## src/rtl/lfsr_trit_stream.sv

```systemverilog
// Pseudo-random trit word generator: XNOR Fibonacci LFSR, warm-up discard, valid/ready stream.
// Optional macro LFSR_TRIT_STREAM_LOCKUP_FIX_EN replaces an all-ones reseed with INIT_SEED.
module lfsr_trit_stream #(
    parameter int unsigned           TRITS         = 27,
    parameter logic [2*TRITS-1:0]    TAPS          = 54'h30_0000_0003_0000,
    parameter logic [2*TRITS-1:0]    INIT_SEED     = 54'h1,
    parameter int unsigned           WARMUP_CYCLES = 0
) (
    input  logic                 i_clk,
    input  logic                 i_srst,
    input  logic                 i_seed_load,
    input  logic [2*TRITS-1:0]   i_seed,
    output logic                 o_valid,
    input  logic                 i_ready,
    output logic [2*TRITS-1:0]   o_trits,
    output logic [31:0]          o_word_cnt,
    output logic                 o_lockup
);

    localparam int unsigned W        = 2 * TRITS;
    localparam logic [15:0] WarmLast = 16'(WARMUP_CYCLES - 1);

    typedef enum logic [1:0] {StWarm, StLoad, StRun} state_e;

    // With no warm-up the first word is produced on the very next cycle.
    localparam state_e StartState = (WARMUP_CYCLES == 0) ? StLoad : StWarm;

    state_e         state_q, state_d;
    logic [W-1:0]   lfsr_q, lfsr_d;
    logic [W-1:0]   trits_q, trits_d;
    logic [15:0]    wcnt_q, wcnt_d;
    logic           valid_q, valid_d;
    logic [31:0]    cnt_q, cnt_d;
    logic           lockup_q, lockup_d;

    logic [W-1:0]   lfsr_step;
    logic [W-1:0]   trits_map;
    logic [W-1:0]   seed_eff;
    logic           accept;

    assign lfsr_step = {lfsr_q[W-2:0], ~^(lfsr_q & TAPS)};
    assign accept    = valid_q & i_ready;

    // {r1&r0, r0} folds the illegal pair 2'b10 onto 2'b00.
    always_comb begin
        trits_map = '0;
        for (int unsigned k = 0; k < TRITS; k++) begin
            trits_map[2*k +: 2] = {lfsr_q[2*k+1] & lfsr_q[2*k], lfsr_q[2*k]};
        end
    end

`ifdef LFSR_TRIT_STREAM_LOCKUP_FIX_EN
    assign seed_eff = (&i_seed) ? INIT_SEED : i_seed;
    assign lockup_d = i_seed_load & (&i_seed);
`else
    assign seed_eff = i_seed;
    assign lockup_d = 1'b0;
`endif

    always_comb begin
        state_d = state_q;
        lfsr_d  = lfsr_q;
        trits_d = trits_q;
        wcnt_d  = wcnt_q;
        valid_d = valid_q;
        cnt_d   = cnt_q;

        // A word accepted in the reseed cycle is still counted before being dropped.
        if (accept) begin
            cnt_d = cnt_q + 32'd1;
        end

        if (i_seed_load) begin
            lfsr_d  = seed_eff;
            wcnt_d  = '0;
            valid_d = 1'b0;
            state_d = StartState;
        end else begin
            unique case (state_q)
                StWarm: begin
                    lfsr_d = lfsr_step;
                    wcnt_d = wcnt_q + 16'd1;
                    if (wcnt_q == WarmLast) begin
                        state_d = StLoad;
                    end
                end
                StLoad: begin
                    trits_d = trits_map;
                    valid_d = 1'b1;
                    lfsr_d  = lfsr_step;
                    state_d = StRun;
                end
                StRun: begin
                    if (accept) begin
                        trits_d = trits_map;
                        lfsr_d  = lfsr_step;
                    end
                end
                default: begin
                    state_d = StartState;
                end
            endcase
        end
    end

    always_ff @(posedge i_clk) begin
        if (i_srst) begin
            state_q  <= StartState;
            lfsr_q   <= INIT_SEED;
            trits_q  <= '0;
            wcnt_q   <= '0;
            valid_q  <= 1'b0;
            cnt_q    <= '0;
            lockup_q <= 1'b0;
        end else begin
            state_q  <= state_d;
            lfsr_q   <= lfsr_d;
            trits_q  <= trits_d;
            wcnt_q   <= wcnt_d;
            valid_q  <= valid_d;
            cnt_q    <= cnt_d;
            lockup_q <= lockup_d;
        end
    end

    assign o_valid    = valid_q;
    assign o_trits    = trits_q;
    assign o_word_cnt = cnt_q;
    assign o_lockup   = lockup_q;

    // Stream contract: a stalled word stays put and stays valid.
    assert property (@(posedge i_clk) disable iff (i_srst)
        (valid_q && !i_ready && !i_seed_load) |=> (valid_q && $stable(trits_q)));

    for (genvar g = 0; g < TRITS; g++) begin : g_no_illegal
        assert property (@(posedge i_clk) trits_q[2*g+1:2*g] != 2'b10);
    end

endmodule

```

## config.mk

```make
export PLATFORM = sky130hd
export DESIGN_NAME = lfsr_trit_stream
export DESIGN_NICKNAME = d
export VERILOG_FILES = /design/src/rtl/lfsr_trit_stream.sv
export SDC_FILE = /design/constraint.sdc
export NUM_CORES = 1
export LEC_CHECK = 0
export ABC_CLOCK_PERIOD_IN_PS = 4600
export BUFFER_PORTS_ARGS = -buffer_cell sky130_fd_sc_hd__buf_2
export CORE_MARGIN = 5
export CORE_UTILIZATION = 25
export DETAILED_ROUTE_END_ITERATION = 7
export MAX_ROUTING_LAYER = met4
export SLEW_MARGIN = 20
export SYNTH_ARGS = -nofsm -noshare
export SYNTH_HDL_FRONTEND = slang
export SYNTH_SLANG_ARGS = --single-unit
```

## constraint.sdc

```tcl
create_clock -name i_clk -period 4.6 [get_ports i_clk]
set_clock_uncertainty 0.05 [all_clocks]
set_input_delay 0.23 -clock i_clk [delete_from_list [all_inputs] [get_ports i_clk]]
set_output_delay 0.23 -clock i_clk [all_outputs]
set_load 0.005 [all_outputs]
```

# After elaboration in Yosys (flattened, before gate mapping)

Cells that the tools add are included.

ROM bits: 0
Register bits: 159
Input bits: 58
Memories: 0
Bits in latches: 0
Memory bits (writable): 0
Output and inout bits: 88
Word-level logic and storage cells: 60

Divide/modulo/power cells: 0
Add/subtract/negate cells: 2
Multiply operators: 0
Reductions and logical operators: 9
Eq/ne operators: 6
Magnitude comparators: 0
Bitwise gates (word level): 30
Muxes and demuxes: 7
Shifts and indexed selects: 0

Operators with widths:

| kind                  | count |
|---|---|
| $pmux 54 s2           | 2 |
| $mux 54               | 3 |
| $reduce_xnor 54->1    | 1 |
| $add 32x1->32 const B | 1 |
| $and 1x1->1           | 28 |
| $add 16x1->16 const B | 1 |
| $eq 16x16->1 const B  | 1 |
| $pmux 2 s3            | 1 |
| $ne 2x2->1 const B    | 2 |
| $reduce_and 2->1      | 2 |
| $reduce_or 2->1       | 2 |
| $ne 3x3->1 const B    | 1 |
| $reduce_and 3->1      | 1 |
| $reduce_bool 3->1     | 1 |
| $eq 2x1->1 const B    | 1 |
| $eq 2x2->1 const B    | 1 |
| $logic_not 2->1       | 1 |
| $mux 2                | 1 |
| $not 1->1             | 2 |
| $reduce_bool 2->1     | 1 |

# Logic depth before layout (Yosys ltp)

Gate-level depths: netlist of the first run.

Depth after elaboration: 4
Depth in mapped cells: 9
Gate-level depth less buffers: 6

# Least setup slack after synthesis of the first run

Ideal clock, no wire load.

Path type: flip-flop to flip-flop
Start: register state_q[0]
End: register wcnt_q[14]
Clock period less this slack: 1.737 ns
Cell stages (with the launch flop): 8
Arrival: 1.618 ns
Path slack: 2.863 ns
Setup time: 0.070 ns
Path through: dfxtp_1 > inv_1 > ha_1 > buf_2 > nand3_1 > or3_1 > or3_1 > a21oi_1

Word-level cells in the longest chain between the ends: 1

Ends and longest elaborated chain:

| what                   | line | RTL |
|---|---|---|
| start, declared        | 28   | `state_e state_q, state_d;` |
| start signal, assigned | 108  | `state_q <= StartState;` |
| start signal, assigned | 116  | `state_q <= state_d;` |
| $logic_not 2->1        | 79   | `unique case (state_q)` |
| end signal, assigned   | 119  | `wcnt_q <= wcnt_d;` |
| end, declared          | 31   | `logic [15:0] wcnt_q, wcnt_d;` |

No other way between the ends.
A chain may end at the register's enable or synchronous reset.

# Worst setup path after layout of the first run

Start: register state_q[0]
End: register trits_q[7] (netlist: o_trits[7])

Word-level cells in the longest chain between the ends: 3

Ends and longest elaborated chain:

| what                                                             | line | RTL |
|---|---|---|
| $eq 2x2->1 / $eq 2x1->1 (equally long branches)                  | 79   |  |
| $ne 2x2->1 (no line) / $reduce_bool 2->1 (equally long branches) | --   |  |
| $reduce_and 3->1 (no line)                                       | --   |  |
| end signal, assigned                                             | 118  | `trits_q <= trits_d;` |
| end, declared                                                    | 30   | `logic [W-1:0] trits_q, trits_d;` |

Several ways; a longest one is shown, not always the timed one.

==> results of run 1 <==
[cells in the mapped netlist, types with 2 or more instances]
cell        n
and4_1      8
buf_6       8
or4_1      14
and3_1      5
o21ai_0    12
nor2_1     77
buf_2      12
or3_1      13
dfxtp_1   159
ha_1        7
clkbuf_1   35
a211oi_1   53
nand2_1   103
a21oi_1    81
inv_1       6
nand3_1    38
nor3_1      2
buf_4       3
nand4_1    15
xnor2_1    10
o31ai_1    14
mux2i_1    55
nand3_2     2
xor2_1     11
nor4_1      5
[what timing repair did]
item / in CTS / in global routing
hold endpoints to repair: 3 / 0
hold buffers: 3 / 0
setup buffers: 0 / 0
[final timing paths]
check	slack, ns	startpoint	depth (start not counted)	end
worst max-delay path	2.18	state_q[0]	6	o_trits[7]
worst min register to register	0.40	o_trits[13]	2	o_trits[13]
worst min-delay path	0.03	i_seed[25]	3	lfsr_q[25]
worst max register to register	2.18	state_q[0]	6	o_trits[7]
[layer usage]
layer | global-route usage (%) | vias up | wire (um)
li1 | - | 2986 | -
met1 | 15.7 | 2780 | 8880
met2 | 20.1 | 124 | 8930
met3 | 2.75 | 5 | 654
met4 | 3.18 | 0 | 119
met5 | - | - | 0
[state kept, by name, summed over array words and instances, names as in the netlist]
register    cells
lfsr_q         54
o_trits        54
o_valid         1
o_word_cnt     32
state_q         2
wcnt_q         16
[worst register-to-register path, stage by stage, from the launching register on]
cell	delay, ns
dfxtp_1	0.36
inv_1	0.10
ha_1	0.34
a211oi_4	0.94
buf_12	0.30
nand3_1	0.12
a21oi_1	0.15
[stage by stage]
stage	power (mW)	area [um2]	utilization [%]
after global routing	3.46	8370	31.1
after detailed placement	1.88	7720	28.7
final	3.31	8370	31.1
after CTS	3.37	8350	31.1
after global placement	1.88	7720	28.7
after floorplan	1.77	6800	-
[kinds of logic after synthesis]
kind of cell | share of synthesized area [%]
and+or+nand+nor | 20.9
AOI/OAI and AO/OA | 15.3
DFF | 46.8
buffers and inverters | 4.91
muxes | 8.09
xor gates and xnor gates | 2.70
adders and majority gates | 1.29
other | 0.0551
[area by class of cell]
class	instances	area (um2)	share of cell area, %
Multi-Input combinational cell	546	3310	39.5
Timing Repair Buffer	153	823	9.84
Clock inverter	13	149	1.78
Sequential cell	159	3180	38.0
Clock buffer	19	453	5.41
Inverter	7	27.5	0.329
Tap cell	341	427	5.10
[where the power goes]
group	total [mW]	switching, mW	internal (mW)
clock	1.46	0.619	0.842
combinational	0.360	0.212	0.149
sequential	1.49	0.0493	1.44
==> flow_metrics.env, run 1 <==
export IMPL_syn_inst=771
export IMPL_wl_per_cell_um=15.0
export IMPL_cp_start_kind="flip-flop"
export IMPL_die_height_um=175
export IMPL_maxCapViolations=0
export IMPL_worstPathMaxFanout=34
export IMPL_drc=0
export IMPL_grt_overflow=0
export IMPL_fin_setup_tns_ns=0
export IMPL_yosys_area_top_type="dfxtp_1"
export IMPL_path_clk_slew_ns=0.07
export IMPL_async_reset_ff_share_pct=0
export IMPL_period_needed_ns=2.42
export IMPL_die_w_um=175
export IMPL_finalSetupViolCount=0
export IMPL_avgSynthCellArea_um2=8.82
export IMPL_core_area_um2=26900
export IMPL_critPathSlowestCell="a211oi_4"
export IMPL_diodes=0
export IMPL_clock_latency_ns=0.42
export IMPL_grt_pass1_vias=5740
export IMPL_outcome="completed"
export IMPL_final_period_utilization_pct=52.6
export IMPL_crit_family="compound AO/OA/AOI/OAI gates"
export IMPL_grt_setup_unrepaired="false"
export IMPL_layout_common_cells="dfxtp_1 (159), buf_2 (143), nand2_1 (103), a21oi_1 (80), nor2_1 (77)"
export IMPL_min_path_type="in2reg"
export IMPL_cts_made_buffers=17
export IMPL_worst_setup_path_end_kind="flip-flop"
export IMPL_hold_ws_ns=0.0313
export IMPL_final_layout_size_suffix_gt1_share_pct=21.9
export IMPL_grt_max_degree=102
export IMPL_worst_path_buf_inv=2
export IMPL_ir_worst_vdd_v=0.000250
export IMPL_gp_congestion=0.774
export IMPL_final_common_cell="dfxtp_1"
export IMPL_viasPerCell=4.76
export IMPL_critical_path_arrival_ns=2.71
export IMPL_cp_required_ns=4.90
export IMPL_wirelength_mm=18.6
export IMPL_slowest_delay_ns=0.94
export IMPL_start_util_pct=25.3
export IMPL_fin_nets=949
export IMPL_cts_tree="yes"
export IMPL_path_cells="inv_1 > ha_1 > a211oi_4 > buf_12 > nand3_1 > a21oi_1"
export IMPL_antenna_found_initial=0
export IMPL_ys_types=48
export IMPL_drt_pass1_iter_count=6
export IMPL_die_area_um2=30600
export IMPL_htreeDepth=4
export IMPL_cts_sinks=159
export IMPL_rows=60
export IMPL_cts_root_buf="clkbuf_16"
export IMPL_pin_count=146
export IMPL_synthTopCellsByArea="dfxtp_1 (47%), mux2i_1 (8.1%), a21oi_1 (6.0%)"
export IMPL_yosysWarnings=0
export IMPL_synthesis_nets=836
export IMPL_p_per_area_nw_per_um2=396
export IMPL_port_buffers=144
export IMPL_tightest_slew_ns=1.06
export IMPL_hold_viol=0
export IMPL_postRouteAntennaNets=0
export IMPL_maxSlewViolCount=0
export IMPL_ys_flop_type="dfxtp_1"
export IMPL_ys_ff_latch=159
export IMPL_grt_pass1_wl_mm=30.1
export IMPL_crit_type="reg2reg"
export IMPL_relSlewSlack_pct=29.1
export IMPL_cts_resized=0
export IMPL_seq_area_frac_synth_pct=46.8
export IMPL_syn2layout_area_growth_pct=23.0
export IMPL_dp_final_hpwl_mm=12.6
export IMPL_grt_total_usage_pct=12.4
export IMPL_nFillCells=2844
export IMPL_fmax_mhz=414
export IMPL_layout_setup_ws_ns=2.18
export IMPL_synth_top_cell_area_share_pct=46.8
export IMPL_final_cells=1238
export IMPL_clockBufferDepth=2
export IMPL_drtIter0Drc=238
export IMPL_dp_cells=1202
export IMPL_p_leak_nw=3.44
export IMPL_dr_total_vias=5895
export IMPL_synth_edff_count=0
export IMPL_syn_area_um2=6800
export IMPL_place_ws_ns=2.17
(Power assumes the default switching activity.)
==> inputs of run 2 (changes only) <==
--- a/config.mk
+++ b/config.mk
@@ -5,7 +5,7 @@
 export SDC_FILE = /design/constraint.sdc
 export NUM_CORES = 1
 export LEC_CHECK = 0
-export ABC_CLOCK_PERIOD_IN_PS = 4600
+export ABC_CLOCK_PERIOD_IN_PS = 2200
 export BUFFER_PORTS_ARGS = -buffer_cell sky130_fd_sc_hd__buf_2
 export CORE_MARGIN = 5
 export CORE_UTILIZATION = 25
==> constraint.sdc (replaced) <==
create_clock -name i_clk -period 2.2 [get_ports i_clk]
set_clock_uncertainty 0.05 [all_clocks]
set_input_delay 0.11 -clock i_clk [delete_from_list [all_inputs] [get_ports i_clk]]
set_output_delay 0.11 -clock i_clk [all_outputs]
set_load 0.005 [all_outputs]
==> run 2 against run 1 <==
Sequential cell count unchanged. Critical path depth down 2. Wire length up 0.48%. Critical path type unchanged. Total power up 110%. Sequential share of layout area down 2.9 points. Register-to-register slack worse by 2.0 ns.
==> flow_metrics.env, run 2 (synthesized netlist as in run 1, its figures left out) <==
export IMPL_grt_pass1_wl_mm=30.5
export IMPL_min_path_type="in2reg"
export IMPL_antenna_found_initial=0
export IMPL_die_w_um=175
export IMPL_p_leak_nw=3.74
export IMPL_clock_latency_ns=0.42
export IMPL_ir_worst_vdd_v=0.000491
export IMPL_layout_common_cells="dfxtp_1 (159), buf_2 (143), nand2_1 (103), a21oi_1 (80), nor2_1 (77)"
export IMPL_hold_buffers=57
export IMPL_maxSlewViolCount=0
export IMPL_grt_overflow=0
export IMPL_die_height_um=175
export IMPL_wirelength_mm=18.7
export IMPL_drtIter0Drc=282
export IMPL_crit_type="reg2reg"
export IMPL_cp_start_kind="flip-flop"
export IMPL_final_period_utilization_pct=91.7
export IMPL_p_per_area_nw_per_um2=780
export IMPL_fin_setup_tns_ns=0
export IMPL_grt_max_degree=57
export IMPL_reg2reg_slack_ns=0.18
export IMPL_fin_nets=1015
export IMPL_rows=60
export IMPL_layout_setup_ws_ns=0.183
export IMPL_cts_root_buf="clkbuf_16"
export IMPL_slowest_delay_ns=0.55
export IMPL_syn2layout_area_growth_pct=33.1
export IMPL_grt_total_usage_pct=12.5
export IMPL_core_area_um2=26900
export IMPL_critical_path_arrival_ns=2.31
export IMPL_hold_viol=0
export IMPL_diodes=0
export IMPL_maxCapViolations=0
export IMPL_worstPathMaxFanout=14
export IMPL_start_util_pct=25.3
export IMPL_cts_sinks=159
export IMPL_holdPathEnd="o_word_cnt[0]"
export IMPL_pwr_share_comb_pct=12.3
export IMPL_fmax_mhz=496
export IMPL_outcome="completed"
export IMPL_seqPwrFrac_pct=44.1
export IMPL_postRouteAntennaNets=0
export IMPL_r2r_cells=4
export IMPL_cts_made_buffers=17
export IMPL_htreeDepth=4
export IMPL_p_int_mw=5.24
export IMPL_cts_tree="yes"
export IMPL_pin_count=146
export IMPL_final_util_pct=33.7
export IMPL_clockBufferDepth=2
export IMPL_finalSetupViolCount=0
export IMPL_cts_resized=0
export IMPL_port_buffers=144
export IMPL_drt_pass1_iter_count=4
export IMPL_netSwitchingFraction_pct=25.9
export IMPL_p_clk_share_pct=43.6
export IMPL_die_area_um2=30600
export IMPL_postCtsSetupRepairBufs=0
export IMPL_wl_per_cell_um=14.3
export IMPL_worst_setup_path_end_kind="flip-flop"
export IMPL_dp_cells=1215
export IMPL_multi_input_area_um2=3310
export IMPL_dr_total_vias=6113
export IMPL_nFillCells=2818
export IMPL_period_needed_ns=2.02
export IMPL_gp_congestion=0.788
export IMPL_critPathSlowestCell="or4_1"
export IMPL_grt_setup_unrepaired="false"
export IMPL_timing_rr_end="o_word_cnt[24]"
export IMPL_drc=0
export IMPL_viasPerCell=4.69
export IMPL_dp_final_hpwl_mm=12.7
export IMPL_tightest_slew_ns=0.578
export IMPL_final_layout_size_suffix_gt1_share_pct=21.5
export IMPL_r2r_start="o_word_cnt[3]"
export IMPL_grt_pass1_vias=5856
export IMPL_final_cells=1304
export IMPL_path_cells="and4_1 > nand3_2 > or4_1 > a21oi_1"
export IMPL_place_ws_ns=0.248
export IMPL_min_from="i_srst"
export IMPL_relSlewSlack_pct=61.4
export IMPL_path_clk_slew_ns=0.07
export IMPL_cp_required_ns=2.50
export IMPL_power_net_switching_mw=1.83
export IMPL_final_common_cell="dfxtp_1"
export IMPL_whs_path_depth=2
export IMPL_regArea_um2=3180
-- run 2: cell types whose count changed in the layout (fill, tap and decap cells not counted), sizes merged --
cell	change
clkinvlp	+1
buf	+12
dlygate4sd3	+54
clkinv	-1
bufinv	+1
clkbuf	-1
-- run 2: worst max path at each step --
stage | start | end | slack (ns) | depth (start not counted)
floorplan | state_q[0] | wcnt_q[14] | 0.46 | 7
global placement | o_word_cnt[3] | o_word_cnt[27] | 0.30 | 4
detailed placement | state_q[0] | lfsr_q[9] | 0.25 | 7
CTS | o_word_cnt[3] | o_word_cnt[24] | 0.21 | 4
global route | o_word_cnt[3] | o_word_cnt[24] | 0.03 | 4
finish | o_word_cnt[3] | o_word_cnt[24] | 0.18 | 4
-- run 2: final cells by class --
type / instances / share of cell area, %
clock inverter: 14 / 2.00
tap: 341 / 4.71
inverter: 7 / 0.304
multi-input combinational: 546 / 36.5
sequential: 159 / 35.1
timing repair buffer: 219 / 16.6
clock buffer: 18 / 4.74
-- run 2: critical path, delay by kind of cell (launching register included) --
kind	cells	cell delay, ns
compound gates	1	0.16
flops	1	0.46
simple gates	3	1.27
-- run 2: power groups by stage --
stage | combinational (mW) | sequential (mW) | clock [mW]
after floorplan | 0.546 | 3.16 | 0
after global placement | 0.798 | 3.18 | 0
after detailed placement | 0.802 | 3.18 | 0
after CTS | 0.884 | 3.11 | 3.18
after global routing | 0.960 | 3.13 | 3.29
final | 0.868 | 3.11 | 3.08
-- run 2: routing by layer --
metal	GRT usage, %	vias to the layer above	routed length, um
met1	15.8	2839	8770
met4	4.09	0	383
met2	19.8	142	8770
li1	-	3111	-
met3	2.83	21	752
met5	-	-	0
-- run 2: stage by stage --
stage | power (mW) | area, um2 | hold slack (ns)
finish | 7.06 | 9060 | 0.0407
global route | 7.39 | 9060 | 0.0555
CTS | 7.18 | 9060 | 0.0346
detailed placement | 3.98 | 7880 | 0.342
global placement | 3.97 | 7880 | 0.340
floorplan | 3.70 | 6800 | 0.201
